### src/rtl/draw_sequencer.sv
// draw_sequencer: command-driven pixel engine for a 160x120, 3-bit-colour framebuffer.
// Accepts one CLEAR / FILL / LINE / NOP command at a time and emits one registered
// (x, y, color, plot) pixel per clock, followed by a one-cycle done pulse.
module draw_sequencer #(
  parameter int XRES = 160,
  parameter int YRES = 120
) (
  input  logic       clk,
  input  logic       reset,
  input  logic       cmd_valid,
  output logic       cmd_ready,
  input  logic [1:0] cmd_op,
  input  logic [7:0] cmd_x0,
  input  logic [6:0] cmd_y0,
  input  logic [7:0] cmd_x1,
  input  logic [6:0] cmd_y1,
  input  logic [2:0] cmd_color,
  output logic [7:0] x,
  output logic [6:0] y,
  output logic [2:0] color,
  output logic       plot,
  output logic       busy,
  output logic       done
);

  localparam logic [7:0] X_MAX = 8'(XRES - 1);
  localparam logic [6:0] Y_MAX = 7'(YRES - 1);

  typedef enum logic [1:0] {S_IDLE, S_SCAN, S_LINE, S_FIN} state_t;

  state_t state_q, state_d;

  logic [7:0]        x_d;
  logic [6:0]        y_d;
  logic [2:0]        color_d;
  logic              plot_d, busy_d, done_d;

  // Walking cursor, line end point and Bresenham terms.
  logic [7:0]        cx_q, cx_d, ex_q, ex_d;
  logic [6:0]        cy_q, cy_d, ey_q, ey_d;
  logic signed [10:0] dx_q, dx_d, dy_q, dy_d, err_q, err_d;
  logic              sx_neg_q, sx_neg_d, sy_neg_q, sy_neg_d;
  logic              fill_q, fill_d;
  logic [2:0]        lcolor_q, lcolor_d;

  // Setup terms derived from the raw command, and the per-step decisions.
  logic [7:0]        x0c, x1c;
  logic [6:0]        y0c, y1c;
  logic signed [10:0] xdiff, ydiff, dx_init, dy_init, e2;
  logic              step_x, step_y;

  assign cmd_ready = (state_q == S_IDLE);

  // Clamp the line operands and derive the Bresenham setup and step decisions.
  always_comb begin
    x0c     = (cmd_x0 > X_MAX) ? X_MAX : cmd_x0;
    x1c     = (cmd_x1 > X_MAX) ? X_MAX : cmd_x1;
    y0c     = (cmd_y0 > Y_MAX) ? Y_MAX : cmd_y0;
    y1c     = (cmd_y1 > Y_MAX) ? Y_MAX : cmd_y1;
    xdiff   = $signed({3'b000, x1c}) - $signed({3'b000, x0c});
    ydiff   = $signed({4'b0000, y1c}) - $signed({4'b0000, y0c});
    dx_init = xdiff[10] ? -xdiff : xdiff;
    dy_init = ydiff[10] ? ydiff : -ydiff;
    e2      = err_q <<< 1;
    step_x  = (e2 >= dy_q);
    step_y  = (e2 <= dx_q);
  end

  // Next-state and next-output logic for the command FSM.
  always_comb begin
    // NOTE: every variable gets a default here so no path leaves one unassigned,
    // which would otherwise infer a latch.
    state_d  = state_q;
    x_d      = x;
    y_d      = y;
    color_d  = color;
    plot_d   = 1'b0;
    busy_d   = busy;
    done_d   = 1'b0;
    cx_d     = cx_q;
    cy_d     = cy_q;
    ex_d     = ex_q;
    ey_d     = ey_q;
    dx_d     = dx_q;
    dy_d     = dy_q;
    err_d    = err_q;
    sx_neg_d = sx_neg_q;
    sy_neg_d = sy_neg_q;
    fill_d   = fill_q;
    lcolor_d = lcolor_q;

    unique case (state_q)
      S_IDLE: begin
        if (cmd_valid) begin
          busy_d   = 1'b1;
          fill_d   = (cmd_op == 2'd1);
          lcolor_d = cmd_color;
          ex_d     = x1c;
          ey_d     = y1c;
          dx_d     = dx_init;
          dy_d     = dy_init;
          err_d    = dx_init + dy_init;
          sx_neg_d = !(x0c < x1c);
          sy_neg_d = !(y0c < y1c);
          unique case (cmd_op)
            2'd0, 2'd1: begin
              cx_d    = 8'd0;
              cy_d    = 7'd0;
              state_d = S_SCAN;
            end
            2'd2: begin
              cx_d    = x0c;
              cy_d    = y0c;
              state_d = S_LINE;
            end
            default: state_d = S_FIN;
          endcase
        end
      end

      S_SCAN: begin
        x_d     = cx_q;
        y_d     = cy_q;
        color_d = fill_q ? cy_q[2:0] : 3'd0;
        plot_d  = 1'b1;
        if (cx_q == X_MAX) begin
          cx_d = 8'd0;
          if (cy_q == Y_MAX) state_d = S_FIN;
          else               cy_d    = cy_q + 7'd1;
        end else begin
          cx_d = cx_q + 8'd1;
        end
      end

      S_LINE: begin
        x_d     = cx_q;
        y_d     = cy_q;
        color_d = lcolor_q;
        plot_d  = 1'b1;
        if (cx_q == ex_q && cy_q == ey_q) begin
          state_d = S_FIN;
        end else begin
          err_d = err_q + (step_x ? dy_q : 11'sd0) + (step_y ? dx_q : 11'sd0);
          if (step_x) cx_d = sx_neg_q ? cx_q - 8'd1 : cx_q + 8'd1;
          if (step_y) cy_d = sy_neg_q ? cy_q - 7'd1 : cy_q + 7'd1;
        end
      end

      S_FIN: begin
        done_d  = 1'b1;
        busy_d  = 1'b0;
        state_d = S_IDLE;
      end

      default: state_d = S_IDLE;
    endcase
  end

  // State, datapath and output registers; reset aborts any command in flight.
  always_ff @(posedge clk or posedge reset) begin
    if (reset) begin
      state_q  <= S_IDLE;
      x        <= 8'd0;
      y        <= 7'd0;
      color    <= 3'd0;
      plot     <= 1'b0;
      busy     <= 1'b0;
      done     <= 1'b0;
      cx_q     <= 8'd0;
      cy_q     <= 7'd0;
      ex_q     <= 8'd0;
      ey_q     <= 7'd0;
      dx_q     <= 11'sd0;
      dy_q     <= 11'sd0;
      err_q    <= 11'sd0;
      sx_neg_q <= 1'b0;
      sy_neg_q <= 1'b0;
      fill_q   <= 1'b0;
      lcolor_q <= 3'd0;
    end else begin
      // NOTE: non-blocking assignments so every register samples the pre-edge
      // values, independent of statement order.
      state_q  <= state_d;
      x        <= x_d;
      y        <= y_d;
      color    <= color_d;
      plot     <= plot_d;
      busy     <= busy_d;
      done     <= done_d;
      cx_q     <= cx_d;
      cy_q     <= cy_d;
      ex_q     <= ex_d;
      ey_q     <= ey_d;
      dx_q     <= dx_d;
      dy_q     <= dy_d;
      err_q    <= err_d;
      sx_neg_q <= sx_neg_d;
      sy_neg_q <= sy_neg_d;
      fill_q   <= fill_d;
      lcolor_q <= lcolor_d;
    end
  end

endmodule

### config.mk
export PLATFORM = sky130hd
export DESIGN_NAME = draw_sequencer
export DESIGN_NICKNAME = d
export VERILOG_FILES = /design/src/rtl/draw_sequencer.sv
export SDC_FILE = /design/constraint.sdc
export NUM_CORES = 1
export LEC_CHECK = 0
export CAP_MARGIN = 10
export CELL_PAD_IN_SITES_DETAIL_PLACEMENT = 0
export CELL_PAD_IN_SITES_GLOBAL_PLACEMENT = 2
export CORE_UTILIZATION = 40
export DETAILED_ROUTE_END_ITERATION = 16
export HOLD_SLACK_MARGIN = 0.12
export PLACE_DENSITY = 0.84
export RECOVER_POWER = 100
export SYNTH_ARGS = -nofsm -noshare
export SYNTH_HDL_FRONTEND = slang
export SYNTH_SLANG_ARGS = --single-unit
export TNS_END_PERCENT = 1
### constraint.sdc
create_clock -name clk -period 7.15 [get_ports clk]
set_input_delay 1.43 -clock clk [delete_from_list [all_inputs] [get_ports clk]]
set_output_delay 1.43 -clock clk [all_outputs]
set_load 0.1 [all_outputs]
==> results by stage, run 1 <==
STA:
- The total of endpoints with negative setup slack in the final report is 0.
- Dividing the final minimum period by the clock period gives between 80% and 90%.
- The maximum achievable frequency is 163.3 MHz.
- Setup repair after global routing left no endpoint under its margin.
- The count of final hold-check violations is 0.
- The worst slew margin relative to its limit is -80.80%.
- The worst slack on hold paths is 0.4927 ns.
- Setup slack on the critical path of the routed design comes to approximately 1.0 ns.
- The final number of max-transition violations is 131.
- For the final database, setup skew stands at around 0.010 ns.
- The routed design could run at a clock period as short as 6.123 ns.
- The slew at the pin closest to its max-slew limit is 2.712 ns.
- Adding up every negative setup slack in the final design gives 0 ns.

Job:
- Across the run, the number of max-cap violations was 3.

Pwr:
- Combinational logic is responsible for 29.2% of the overall power.
- The power density over the cells is ~170 mW/mm2.
- The switching power total is around 0.46 mW.
- The leakage dissipation is 3.837 nW.
- The switching power as a share of total power is 31.77%.
- Cell internal power was estimated by the tool at 0.9896 mW.
- The sequential fraction of design power is roughly 36%.
- The maximum vdd drop is roughly 0.14 mV.
- The clock network burns 35.3% of the power.

GRT:
- The total overflow left after global routing is 0.
- The via count of the first global-routing pass is 6278.
- In the global route stage, overall resource usage came out at 22.80%.
- The initial antenna violation count came to 0.
- Entering global routing, the biggest net connects 49 pins.
- The wire length of the first global-routing pass is 32710 um.

Setup path:
- The maximum net fanout on the critical path is 6.
- The critical path goes through dlygate4sd3_1, inv_1, nor2_1, or2_2, ha_1, fa_1, nor2b_1, o31a_1, a21o_1, o21ai_0, nor3_1, nor4b_1, ha_1, nand2_1, a211oi_1, a221oi_1, nor3_1, a211oi_1, nand3_1.
- The buffers plus inverters on the worst setup path is 2.
- The type of element launching the critical path is an input pin.
- At the worst endpoint, the arrival time is 6.35 ns.
- The category of the most critical setup path is input pin to register.
- The number of cells on the worst reg-to-reg path is 16.
- The worst setup path is captured at a register.
- The critical path runs through a total of 19 cells.
- The cell at the slowest stage of the critical path is nor4b_1.
- For the worst setup path, the data required time is 7.38 ns.
- The maximum single-stage delay on the critical path is 0.68 ns.
- The cell family contributing the most delay on the critical path is simple AND/OR/NAND/NOR gates.

Routing:
- The via count normalized by instance count is 5.584.
- The total DRC errors in the routed layout is 0.
- The number of iterations in the first detailed-routing pass is 4.
- The remaining number of nets flagged by the antenna check after routing is 0.
- The final route contains 6137 vias.
- Dividing the detail-routed wire length by the instance count gives 18.35 um.
- The detailed-route wire length is 20170 um.
- In this run, the number of DRC markers left after iteration 0 of detailed routing was 277.

Layout:
- In the final layout, the share of cells above drive strength 1 is 7.816%.
- The area growth from synthesis to layout is 14.28%.
- 0 antenna diodes ended up in the layout.
- Summing all flip-flop and latch instances after layout gives 0.002277 mm2.
- The layout has between 1500 and 2000 filler cells.
- After the last flow step, the layout net total stands at 979.
- After routing the design area is 0.008402 mm2.
- The end-of-flow core utilization is roughly 47%.
- Summing all multi-input logic gate instances after layout gives 0.004691 mm2.

Synthesis:
- The portion of the post-synthesis area used by sequential elements is 30.97%.
- The net count after synthesis is between 900 and 1000.
- The number of distinct library cells after synthesis is 75.
- Synthesis handed over a netlist of 827 instances.
- The post-synth design cell area is 0.007352 mm2.
- The commonest cells after synthesis are 91 x dfrtp_1, 80 x nand2_1, 76 x nor2_1.
- The number of warnings printed during yosys synthesis is 0.
- The main flop type after synthesis is dfrtp_1.
- The library cell occupying the most area in the post-synthesis netlist is dfrtp_1.
- dfrtp_1 is the most common cell in the netlist.
- The share of flip-flops with an asynchronous set or reset after synthesis is 100.0%.
- In the post-synthesis netlist, the biggest area contributors are dfrtp_1 31%, ha_1 11%, mux2_2 5.5%.
- The average cell area after synthesis is 8.890 um2.
- Summed over its instances, the top area cell type makes up 30.97% of the synthesized netlist area.
- The flip-flop and latch count after synthesis is 91.
- Counting flops with a built-in enable in the synthesized netlist gives 0.

Clocking:
- The tree built by TritonCTS fans out to 91 sinks.
- The hold buffer count at CTS is 0.
- The clock latency at the later pin of the worst-skew pair is 0.36 ns.
- TritonCTS built the clock tree.
- The post-CTS setup-driven buffer insertion count is 0.
- The deepest clock path buffer count is 2.
- In this run, post-CTS repair resized a total of 0 instances.
- Clock-pin slew was measured on the worst setup and hold paths at 0.06 ns.
- The total CTS buffers is 9.
- The clock root buffer is clkbuf_16.
- In this run the number of H-tree levels came out at 3.

Outcome:
- The run finished, with violations left.
- The checks that failed: max-capacitance violations, max-slew violations.

Worst hold path:
- In this run the worst hold path is classified as register to register.
- The number of stages on the worst hold path is 2.

Die:
- The core outline area is 0.01796 mm2.
- The initial utilization of the core area, before any placement, comes to 40.93%.
- The die area is approximately 0.019 mm2.
- The die boundary width is around 140 um.
- The die is 137.6 um tall.
- The I/O pin total is 60.
- The cell row count is 49.

Placed design:
- Summing all placed instances gives a cell area of 0.008117 mm2.
- The estimated wirelength of the detail-placed design is 15750 um.
- In this run the tool buffered the top-level ports with a little under 60 buffer cells.
- Prior to clock tree synthesis, the placed netlist has a worst setup slack of 0.9292 ns.
- The global placement routability congestion is 0.9029.
through the flow:
stage | std cells | power [mW]
3_3_place_gp | 1083 | 0.9416
3_5_place_dp | 1083 | 0.9498
5_1_grt | 1099 | 1.534
6_report | 1099 | 1.451
4_1_cts | 1099 | 1.464
2_1_floorplan | 827 | 0.8352
logic make-up (layout without fill, tap and decap cells):
family                     after synthesis  after routing  share of synthesized area [%]
adders and majority gates               76             76                          14.26
AOI/OAI and AO/OA                      209            209                          20.07
muxes                                   41             41                          6.314
and+or+nand+nor                        270            270                          17.89
xor gates and xnor gates                46             46                          5.480
buffers and inverters                   94            137                          5.021
DFF                                     91             91                          30.97
worst register-to-register path, stage by stage (launching register included):
cell and delay [ns]:
dfrtp_1 0.43, ha_1 0.43, nand4_2 0.23, a2111oi_4 0.40, a2111oi_4 0.12, mux2i_2 0.56
and2_1 0.25, fa_1 0.42, ha_1 0.24, fa_1 0.41, a21o_1 0.21, a21oi_1 0.22
o21ai_0 0.18, o41ai_1 0.48, a21oi_1 0.10, or4_1 0.49, nand3_1 0.09
power groups by stage:
stage	sequential, mW	combinational [mW]	clock (mW)
3_3_place_gp	0.524	0.417	0
3_5_place_dp	0.524	0.425	0
6_report	0.515	0.424	0.512
4_1_cts	0.515	0.428	0.522
2_1_floorplan	0.524	0.311	0
5_1_grt	0.514	0.481	0.539
worst paths after layout:
kind	start	end	slack [ns]
worst max register to register	err_q[9]	err_q[9]	1.82
worst min-delay path	lcolor_q[1]	lcolor_q[1]	0.49
worst max-delay path	cmd_x0[7]	err_q[9]	1.03
min in group asynchronous	reset	x[1]	2.03
worst min register to register	lcolor_q[1]	lcolor_q[1]	0.49
max in group asynchronous	reset	dx_q[2]	1.86
state kept, by name, summed over array words and instances, names as in the netlist, 8 cells and up:
register	cells
dx_q	11
dy_q	11
err_q	10
cx_q	8
ex_q	8
x	8
cells in the final DEF, fill, tap and decap left out, drive strengths merged, types with 13 or more instances in the layout:
cell / n
dfrtp: 91
nand2: 80
nor2: 76
ha: 63
inv: 55
a21oi: 55
o21ai: 41
mux2: 37
clkdlybuf4s50: 33
xnor2: 29
dlygate4sd3: 26
and2: 21
nand3: 17
xor2: 17
clkbuf: 17
fa: 13
nand4: 13
metal layers:
layer / vias to the layer above / global-route usage [%] / part of all wire (%)
met2: 99 / 39.56 / 49
li1: 3023 / - / -
met4: 0 / 7.814 / 1.9
met5: - / 0 / 0
met3: 17 / 2.649 / 2.5
met1: 2998 / 29.18 / 46
area by class of cell:
type                            instances  area share (%)
Clock buffer                           13           3.217
Clock inverter                          3          0.5361
Inverter                               56           2.517
Multi-Input combinational cell        642           55.83
Sequential cell                        91           27.10
Tap cell                              229           3.410
Timing Repair Buffer                   65           7.386
Power figures use the tool's default switching activity.
==> run 2: changes to the inputs <==
--- a/config.mk
+++ b/config.mk
@@ -5,6 +5,7 @@
 export SDC_FILE = /design/constraint.sdc
 export NUM_CORES = 1
 export LEC_CHECK = 0
+export ABC_CLOCK_PERIOD_IN_PS = 7150
 export CAP_MARGIN = 10
 export CELL_PAD_IN_SITES_DETAIL_PLACEMENT = 0
 export CELL_PAD_IN_SITES_GLOBAL_PLACEMENT = 2
@@ -13,6 +14,7 @@
 export HOLD_SLACK_MARGIN = 0.12
 export PLACE_DENSITY = 0.84
 export RECOVER_POWER = 100
+export SLEW_MARGIN = 25
 export SYNTH_ARGS = -nofsm -noshare
 export SYNTH_HDL_FRONTEND = slang
 export SYNTH_SLANG_ARGS = --single-unit
==> results of run 2 <==
Final layout, timing and power as in run 1 (identical DEF).
